<file path="src/rtl/muldiv_pkg.sv">
// Shared definitions for the multiply/divide sequencer: op codes, FSM states, default width.
package muldiv_pkg;

    localparam int MD_WIDTH = 32;

    localparam logic [2:0] MD_MULT  = 3'd0;
    localparam logic [2:0] MD_MULTU = 3'd1;
    localparam logic [2:0] MD_DIV   = 3'd2;
    localparam logic [2:0] MD_DIVU  = 3'd3;
    localparam logic [2:0] MD_MTHI  = 3'd4;
    localparam logic [2:0] MD_MTLO  = 3'd5;

    typedef enum logic [1:0] {
        MD_IDLE = 2'd0,
        MD_BUSY = 2'd1,
        MD_DONE = 2'd2
    } mdState_e;

    // Signed ops work on magnitudes and fix the result signs at the end.
    function automatic logic mdIsSigned(input logic [2:0] op);
        return (op == MD_MULT) || (op == MD_DIV);
    endfunction

endpackage

</file>
<file path="src/rtl/md_iter_core.sv">
// One iteration of the shift-add multiplier or the restoring divider on the {acc,q} pair.
module md_iter_core
    import muldiv_pkg::*;
#(
    parameter int WIDTH = MD_WIDTH
) (
    input  logic             isDiv,
    input  logic [WIDTH-1:0] acc,
    input  logic [WIDTH-1:0] q,
    input  logic [WIDTH-1:0] operand,
    output logic [WIDTH-1:0] accNext,
    output logic [WIDTH-1:0] qNext
);

    logic [WIDTH:0] addSum;
    logic [WIDTH:0] shifted;
    logic [WIDTH:0] diff;

    // Multiply: add multiplicand when the low multiplier bit is set, then shift {acc,q} right.
    // Divide: shift {acc,q} left one bit, keep the trial subtraction if it did not borrow.
    // Because acc always stays below the divisor, bit WIDTH of diff is a clean borrow flag.
    always_comb begin
        addSum  = {1'b0, acc} + {1'b0, operand};
        shifted = {acc, q[WIDTH-1]};
        diff    = shifted - {1'b0, operand};
        accNext = acc;
        qNext   = q;
        if (isDiv) begin
            if (!diff[WIDTH]) begin
                accNext = diff[WIDTH-1:0];
                qNext   = {q[WIDTH-2:0], 1'b1};
            end else begin
                accNext = shifted[WIDTH-1:0];
                qNext   = {q[WIDTH-2:0], 1'b0};
            end
        end else begin
            if (q[0]) begin
                {accNext, qNext} = {addSum, q[WIDTH-1:1]};
            end else begin
                {accNext, qNext} = {1'b0, acc, q[WIDTH-1:1]};
            end
        end
    end

endmodule

</file>
<file path="src/rtl/muldiv_sequencer.sv">
// Multi-cycle MULT/MULTU/DIV/DIVU unit owning HI/LO, one bit per cycle, with pipeline stall request.
module muldiv_sequencer
    import muldiv_pkg::*;
#(
    parameter int WIDTH = MD_WIDTH
) (
    input  logic             clk,
    input  logic             reset,
    input  logic             op_valid,
    input  logic [2:0]       op,
    input  logic [WIDTH-1:0] rs_data,
    input  logic [WIDTH-1:0] rt_data,
    input  logic             hilo_rd,
    input  logic             kill,
    output logic [WIDTH-1:0] hi,
    output logic [WIDTH-1:0] lo,
    output logic             busy,
    output logic             done,
    output logic             stall
);

    localparam int            CW         = $clog2(WIDTH);
    localparam logic [CW-1:0] LAST_COUNT = CW'(WIDTH - 1);

    mdState_e         state_q, state_d;
    logic [CW-1:0]    count_q, count_d;
    logic [WIDTH-1:0] acc_q, acc_d;
    logic [WIDTH-1:0] quo_q, quo_d;
    logic [WIDTH-1:0] opnd_q, opnd_d;
    logic             isDiv_q, isDiv_d;
    logic             negRes_q, negRes_d;
    logic             negRem_q, negRem_d;
    logic [WIDTH-1:0] hi_q, hi_d;
    logic [WIDTH-1:0] lo_q, lo_d;

    logic             accept;
    logic             opSigned;
    logic             opIsDiv;
    logic [WIDTH-1:0] rsAbs;
    logic [WIDTH-1:0] rtAbs;
    logic [WIDTH-1:0] accNext;
    logic [WIDTH-1:0] qNext;
    logic [2*WIDTH-1:0] product;
    logic [2*WIDTH-1:0] prodFix;
    logic [WIDTH-1:0] quoFix;
    logic [WIDTH-1:0] remFix;

    assign accept   = (state_q != MD_BUSY) & op_valid & ~kill;
    assign opSigned = mdIsSigned(op);
    assign opIsDiv  = (op == MD_DIV) || (op == MD_DIVU);
    assign rsAbs    = (opSigned & rs_data[WIDTH-1]) ? (~rs_data + 1'b1) : rs_data;
    assign rtAbs    = (opSigned & rt_data[WIDTH-1]) ? (~rt_data + 1'b1) : rt_data;

    md_iter_core #(.WIDTH(WIDTH)) u_core (
        .isDiv   (isDiv_q),
        .acc     (acc_q),
        .q       (quo_q),
        .operand (opnd_q),
        .accNext (accNext),
        .qNext   (qNext)
    );

    // Sign fix-up applied to the final iteration's result as it is committed to HI/LO.
    always_comb begin
        product = {accNext, qNext};
        prodFix = negRes_q ? (~product + 1'b1) : product;
        quoFix  = negRes_q ? (~qNext + 1'b1) : qNext;
        remFix  = negRem_q ? (~accNext + 1'b1) : accNext;
    end

    // Next-state logic: accept ops when not busy, iterate in BUSY, commit HI/LO on the last step.
    always_comb begin
        state_d  = state_q;
        count_d  = count_q;
        acc_d    = acc_q;
        quo_d    = quo_q;
        opnd_d   = opnd_q;
        isDiv_d  = isDiv_q;
        negRes_d = negRes_q;
        negRem_d = negRem_q;
        hi_d     = hi_q;
        lo_d     = lo_q;
        case (state_q)
            MD_BUSY: begin
                if (kill) begin
                    state_d = MD_IDLE;
                    count_d = '0;
                end else begin
                    acc_d   = accNext;
                    quo_d   = qNext;
                    count_d = count_q + CW'(1);
                    if (count_q == LAST_COUNT) begin
                        state_d = MD_DONE;
                        count_d = '0;
                        if (isDiv_q) begin
                            lo_d = quoFix;
                            hi_d = remFix;
                        end else begin
                            {hi_d, lo_d} = prodFix;
                        end
                    end
                end
            end
            default: begin
                state_d = MD_IDLE;
                if (accept) begin
                    if (op <= MD_DIVU) begin
                        isDiv_d  = opIsDiv;
                        negRes_d = opSigned & (rs_data[WIDTH-1] ^ rt_data[WIDTH-1]);
                        negRem_d = opSigned & rs_data[WIDTH-1];
                        count_d  = '0;
                        acc_d    = '0;
                        if (opIsDiv && (rt_data == '0)) begin
                            hi_d    = rs_data;
                            lo_d    = '1;
                            state_d = MD_DONE;
                        end else if (opIsDiv) begin
                            quo_d   = rsAbs;
                            opnd_d  = rtAbs;
                            state_d = MD_BUSY;
                        end else begin
                            quo_d   = rtAbs;
                            opnd_d  = rsAbs;
                            state_d = MD_BUSY;
                        end
                    end else if (op == MD_MTHI) begin
                        hi_d = rs_data;
                    end else if (op == MD_MTLO) begin
                        lo_d = rs_data;
                    end
                end
            end
        endcase
    end

    // State register; reset aborts any operation in flight and clears HI/LO.
    always_ff @(posedge clk or posedge reset) begin
        if (reset) begin
            state_q  <= MD_IDLE;
            count_q  <= '0;
            acc_q    <= '0;
            quo_q    <= '0;
            opnd_q   <= '0;
            isDiv_q  <= 1'b0;
            negRes_q <= 1'b0;
            negRem_q <= 1'b0;
            hi_q     <= '0;
            lo_q     <= '0;
        end else begin
            state_q  <= state_d;
            count_q  <= count_d;
            acc_q    <= acc_d;
            quo_q    <= quo_d;
            opnd_q   <= opnd_d;
            isDiv_q  <= isDiv_d;
            negRes_q <= negRes_d;
            negRem_q <= negRem_d;
            hi_q     <= hi_d;
            lo_q     <= lo_d;
        end
    end

    assign hi    = hi_q;
    assign lo    = lo_q;
    assign busy  = (state_q != MD_IDLE);
    assign done  = (state_q == MD_DONE);
    assign stall = (state_q == MD_BUSY) & (op_valid | hilo_rd) & ~kill;

endmodule

</file>
<file path="config.mk">
export PLATFORM = sky130hd
export DESIGN_NAME = muldiv_sequencer
export DESIGN_NICKNAME = d
export VERILOG_FILES = /design/src/rtl/muldiv_pkg.sv /design/src/rtl/md_iter_core.sv /design/src/rtl/muldiv_sequencer.sv
export SDC_FILE = /design/constraint.sdc
export NUM_CORES = 1
export LEC_CHECK = 0
export ABC_AREA = 1
export CORE_MARGIN = 2
export CORE_UTILIZATION = 40
export CTS_CLUSTER_SIZE = 8
export DETAILED_ROUTE_END_ITERATION = 10
export PLACE_DENSITY = 0.6
export SLEW_MARGIN = 20
export SYNTH_ARGS = -nofsm -noshare
export SYNTH_HDL_FRONTEND = slang
export SYNTH_SLANG_ARGS = --single-unit
</file>
<file path="constraint.sdc">
create_clock -name clk -period 9.71 [get_ports clk]
set_input_delay 1.942 -clock clk [delete_from_list [all_inputs] [get_ports clk]]
set_output_delay 1.942 -clock clk [all_outputs]
set_load 0.05 [all_outputs]
</file>
Word level (Yosys, flattened, before mapping)
Cells that the tools add are included.
Operators by class
  reductions and logical operators: 17
  $add $sub $neg: 8
  order comparisons: 1
  equality and inequality tests: 14
  bitwise logic cells: 17
  muxes and demuxes: 50
Operators with widths (number)
  32-bit two-way mux: 37
  32-bit by 1-bit adder with 32-bit output, second input constant: 4
  32-bit inverter: 4
  64-bit by 1-bit adder with 64-bit output, second input constant: 1
  64-bit two-way mux: 1
  64-bit inverter: 1
  32-bit by 32-bit adder with 33-bit output: 1
  33-bit by 32-bit subtractor with 33-bit output: 1
  32-bit logical NOT: 1
  5-bit two-way mux: 5
  2-bit two-way mux: 6
  4-bit AND reduction: 2
  1-bit bitwise AND: 7
  3-bit by 2-bit equality test with 1-bit output, second input constant: 2
  3-bit equality test, second input constant: 2
  3-bit AND reduction: 2
  6-bit AND reduction: 1
  2-bit nonzero test: 3
  3-bit nonzero test: 2
  5-bit by 1-bit adder with 5-bit output, second input constant: 1
  5-bit equality test, second input constant: 1
  5-bit AND reduction: 1
  2-bit by 1-bit != test with 1-bit output, second input constant: 2
  2-bit != test, second input constant: 2
  other kinds (14): 17
Storage, ports and cells
  flip-flop bits (word level): 170
  output and inout port bits: 67

Logic depth before layout (Yosys ltp)
  depth in word-level cells: 10
  depth in mapped cells: 36

By module
From an unflattened synthesis, not the netlist that was laid out.
Unflattened totals
  cell total of the unflattened synthesis: 3381
  area total of the unflattened synthesis: 18979.5 sq um
By module, submodules not included
  muldiv_sequencer: area an instance 12907.4 sq um, cells an instance 2088, instances 1, seq. area each 4254.1 sq um
  md_iter_core: area an instance 6072.1 sq um, cells an instance 1293, instances 1, seq. area each 0.0 sq um

Worst setup path after synthesis
No wires, ideal clock.
  path type: input port to output port
  start point: input port kill
  end point: output port stall
  setup slack: 4.612 ns
  arrival time: 3.156 ns
  buffers on the path: 1
  data required time: 7.768 ns
  cell stages on the path: 4
  cells stage by stage: nor2_1 > inv_2 > clkbuf_1 > nor2_1
Between the ends
  longest elaborated chain between the ends: 2
RTL lines
  start: declaration: RTL line muldiv_sequencer.sv:14  | input logic kill,
  1-bit inverter: RTL line muldiv_sequencer.sv:167  | assign stall = (state_q == MD_BUSY) & (op_valid | hilo_rd) & ~kill;
  1-bit bitwise AND: RTL line muldiv_sequencer.sv:167
  end: declaration: RTL line muldiv_sequencer.sv:19  | output logic stall
Every way passes these cells.

Worst setup path after layout
Same ends and word-level chain as after synthesis.

==> run summary <==
outcome = finished clean
Top Ports = 139
Routed WL per cell = 23.7 µm
vias in the first global route = 19800
DRC errors left = 0
total of warnings raised by yosys = 0
Layout area overhead = 13.6%
layout net count = 3190
htree depth = 4
Vias/cell = 5.68
Chip Width = 215 µm
top post-synthesis cells by area = dfrtp_1, nand2_1, inv_1
worst skew pair latency = 0.52 ns
Crit Path Category = in2out
max-slew headroom at the worst pin = 0.216
core area = 44200 µm²
Yosys top cell by area = dfrtp_1
Post-DP HPWL = 69900 µm
commonest non-fill, non-tap cell in the layout = nand2_1
Startpoint Class = primary input
most frequent cells in the layout = nand2_1, inv_1, nor2_1
final WL = 86400 µm
Clock Skew = 0.0145 ns
leakage power = 10.0 nW
HP Class = reg2reg
Syn Inst Count = 2974
DR vias = 20800
initial core utilization = 0.404
Hold Fails Final Rpt = 0
period utilization = 0.623
maximum VDD drop = 217 µV
FF+latch count, synth = 170
fmax = 165 MHz
largest net degree at the start of global routing = 97
RSZ-0062 raised after global routing = no
critical path endpoint = stall
Worst Max-Slew Pin Slew = 1.16 ns
CP arrival = 4.11 ns
First-pass DRT Iterations = 8
CTS Hold Bufs = 0
layout cells sized above 1 = 0.0598
Crit. End Element = output pin
CTS Buf Count = 17
flop-to-flop setup slack = 4.17 ns
PD cells = 340 nW/µm²
Port Buffers = 138
GPL Wtd Cong = 1.03
GRT overflow = 0
Syn Area/Cell = 6.01 µm²
first-pass GRT wire length = 127000 µm
antenna fix cells = 0
max-slew violation count = 0
post-synth top area share = 0.238
R2R depth = 34
crit path from = kill
DP Area = 19700 µm²
initial antenna violation count = 2
Resize count post-CTS = 0
WP data required = 7.77 ns
Max Cap Violations = 0
top_reg_cell synth = dfrtp_1
TritonCTS clock tree = yes
Synthesized Nets = 3118
Synth Cell Area = 17900 µm²
final std cells w/o fill = 3651
clock sink total = 170
die footprint = 46400 µm²
EDFF count, synth = 0
# placed instances = 3619
final setup violation count = 0
Hold Slack = 0.486 ns
root buf cell = clkbuf_16
# fillers = 4846
Seq/Total Area, Yosys = 0.238
Finished Cell Area = 20300 µm²
clock transition at the registers of the reported paths = 0.07 ns
FFs w/ async S/R, synth = 1.00
Setup TNS = 0 ns
minimum clock period = 6.05 ns
Max FO, Critical Path = 35
number of cell rows = 77
r2r startpoint = quo_q[31]
Setup Fix Bufs, Post-CTS = 0
Synth cell types = 64
worst hold stages = 2
DRT antenna net count = 0
Die Ht = 215 µm
RR Endpoint = hi[4]
Iteration-0 DRC Markers = 2344
Total GRT Usage = 0.371
clock buffer depth = 2
==> metrics by stage <==
step	power, mW	util	setup WS (ns)
after floorplan	4.41	-	3.16
after global placement	6.05	0.446	3.69
after detailed placement	6.06	0.446	3.64
after CTS	6.84	0.459	3.63
after global routing	7.36	0.459	3.56
final	6.91	0.459	3.66
==> how the worst min path moves through the flow <==
| stage | start | endpoint |
|---|---|---|
| 6_report | hi[26] | hi[26] |
| 5_1_grt | hi[22] | hi[22] |
| 4_1_cts | hi[30] | hi[30] |
| 3_5_place_dp | hi[4] | hi[4] |
| 3_3_place_gp | hi[26] | hi[26] |
| 2_1_floorplan | count_q[1] | count_q[1] |
==> sequential cells by signal, indices dropped and copies added (netlist names) <==
| signal | count |
|---|---|
| quo_q | 32 |
| lo | 32 |
| negRem_q | 1 |
| isDiv_q | 1 |
| hi | 32 |
| count_q | 5 |
| negRes_q | 1 |
| state_q | 2 |
| acc_q | 32 |
| opnd_q | 32 |
==> worst max-delay path, cell delays in order <==
cell	delay, ns
clkdlybuf4s50_1	0.41
nor2_1	0.31
inv_2	0.41
nor2_1	0.20
clkdlybuf4s50_1	0.82
==> layer usage <==
metal | vias up | wire length [µm] | GRT usage
li1 | 9780 | - | -
met1 | 9796 | 35800 | 0.478
met2 | 958 | 38600 | 0.588
met3 | 219 | 6410 | 0.0638
met4 | 2 | 5510 | 0.213
met5 | - | 13 | 0
==> Yosys cell counts (25+ instances only) <==
cell,instances
nor2_1,312
nand2_2,37
inv_1,392
a21oi_1,161
nand4_1,32
nand3_1,203
nand2_1,867
clkbuf_1,75
o211ai_1,25
xor2_1,68
dfrtp_1,170
o21ai_0,226
o22ai_1,47
ha_1,70
nor3_1,36
==> report_power, final <==
| group | total (mW) | switching, mW | internal [mW] |
|---|---|---|---|
| Sequential | 1.24 | 0.293 | 0.943 |
| Combinational | 4.92 | 3.54 | 1.39 |
| Clock | 0.755 | 0.365 | 0.390 |
| Total | 6.91 | 4.19 | 2.72 |
==> logic make-up (layout without fill, tap and decap cells) <==
group / count (synthesis) / in the layout / synth area share
XOR/XNOR: 87 / 87 / 0.0426
multiplexers: 2 / 2 / 0.00112
AND/OR/NAND/NOR: 1572 / 1572 / 0.377
flip-flops: 170 / 170 / 0.238
buffers and inverters: 518 / 603 / 0.114
AO/OA/AOI/OAI: 553 / 553 / 0.176
adder cells (fa/ha/maj): 72 / 72 / 0.0512
==> cell type report <==
class	instances	area (µm²)	area share
timing repair buffer	160	1550	0.0761
clock buffer	18	429	0.0211
multi-input combinational	2286	11600	0.572
clock inverter	14	178	0.00875
sequential	170	4260	0.210
tap	592	741	0.0365
inverter	411	1550	0.0763
No activity file was read; power rests on OpenSTA's default activity.
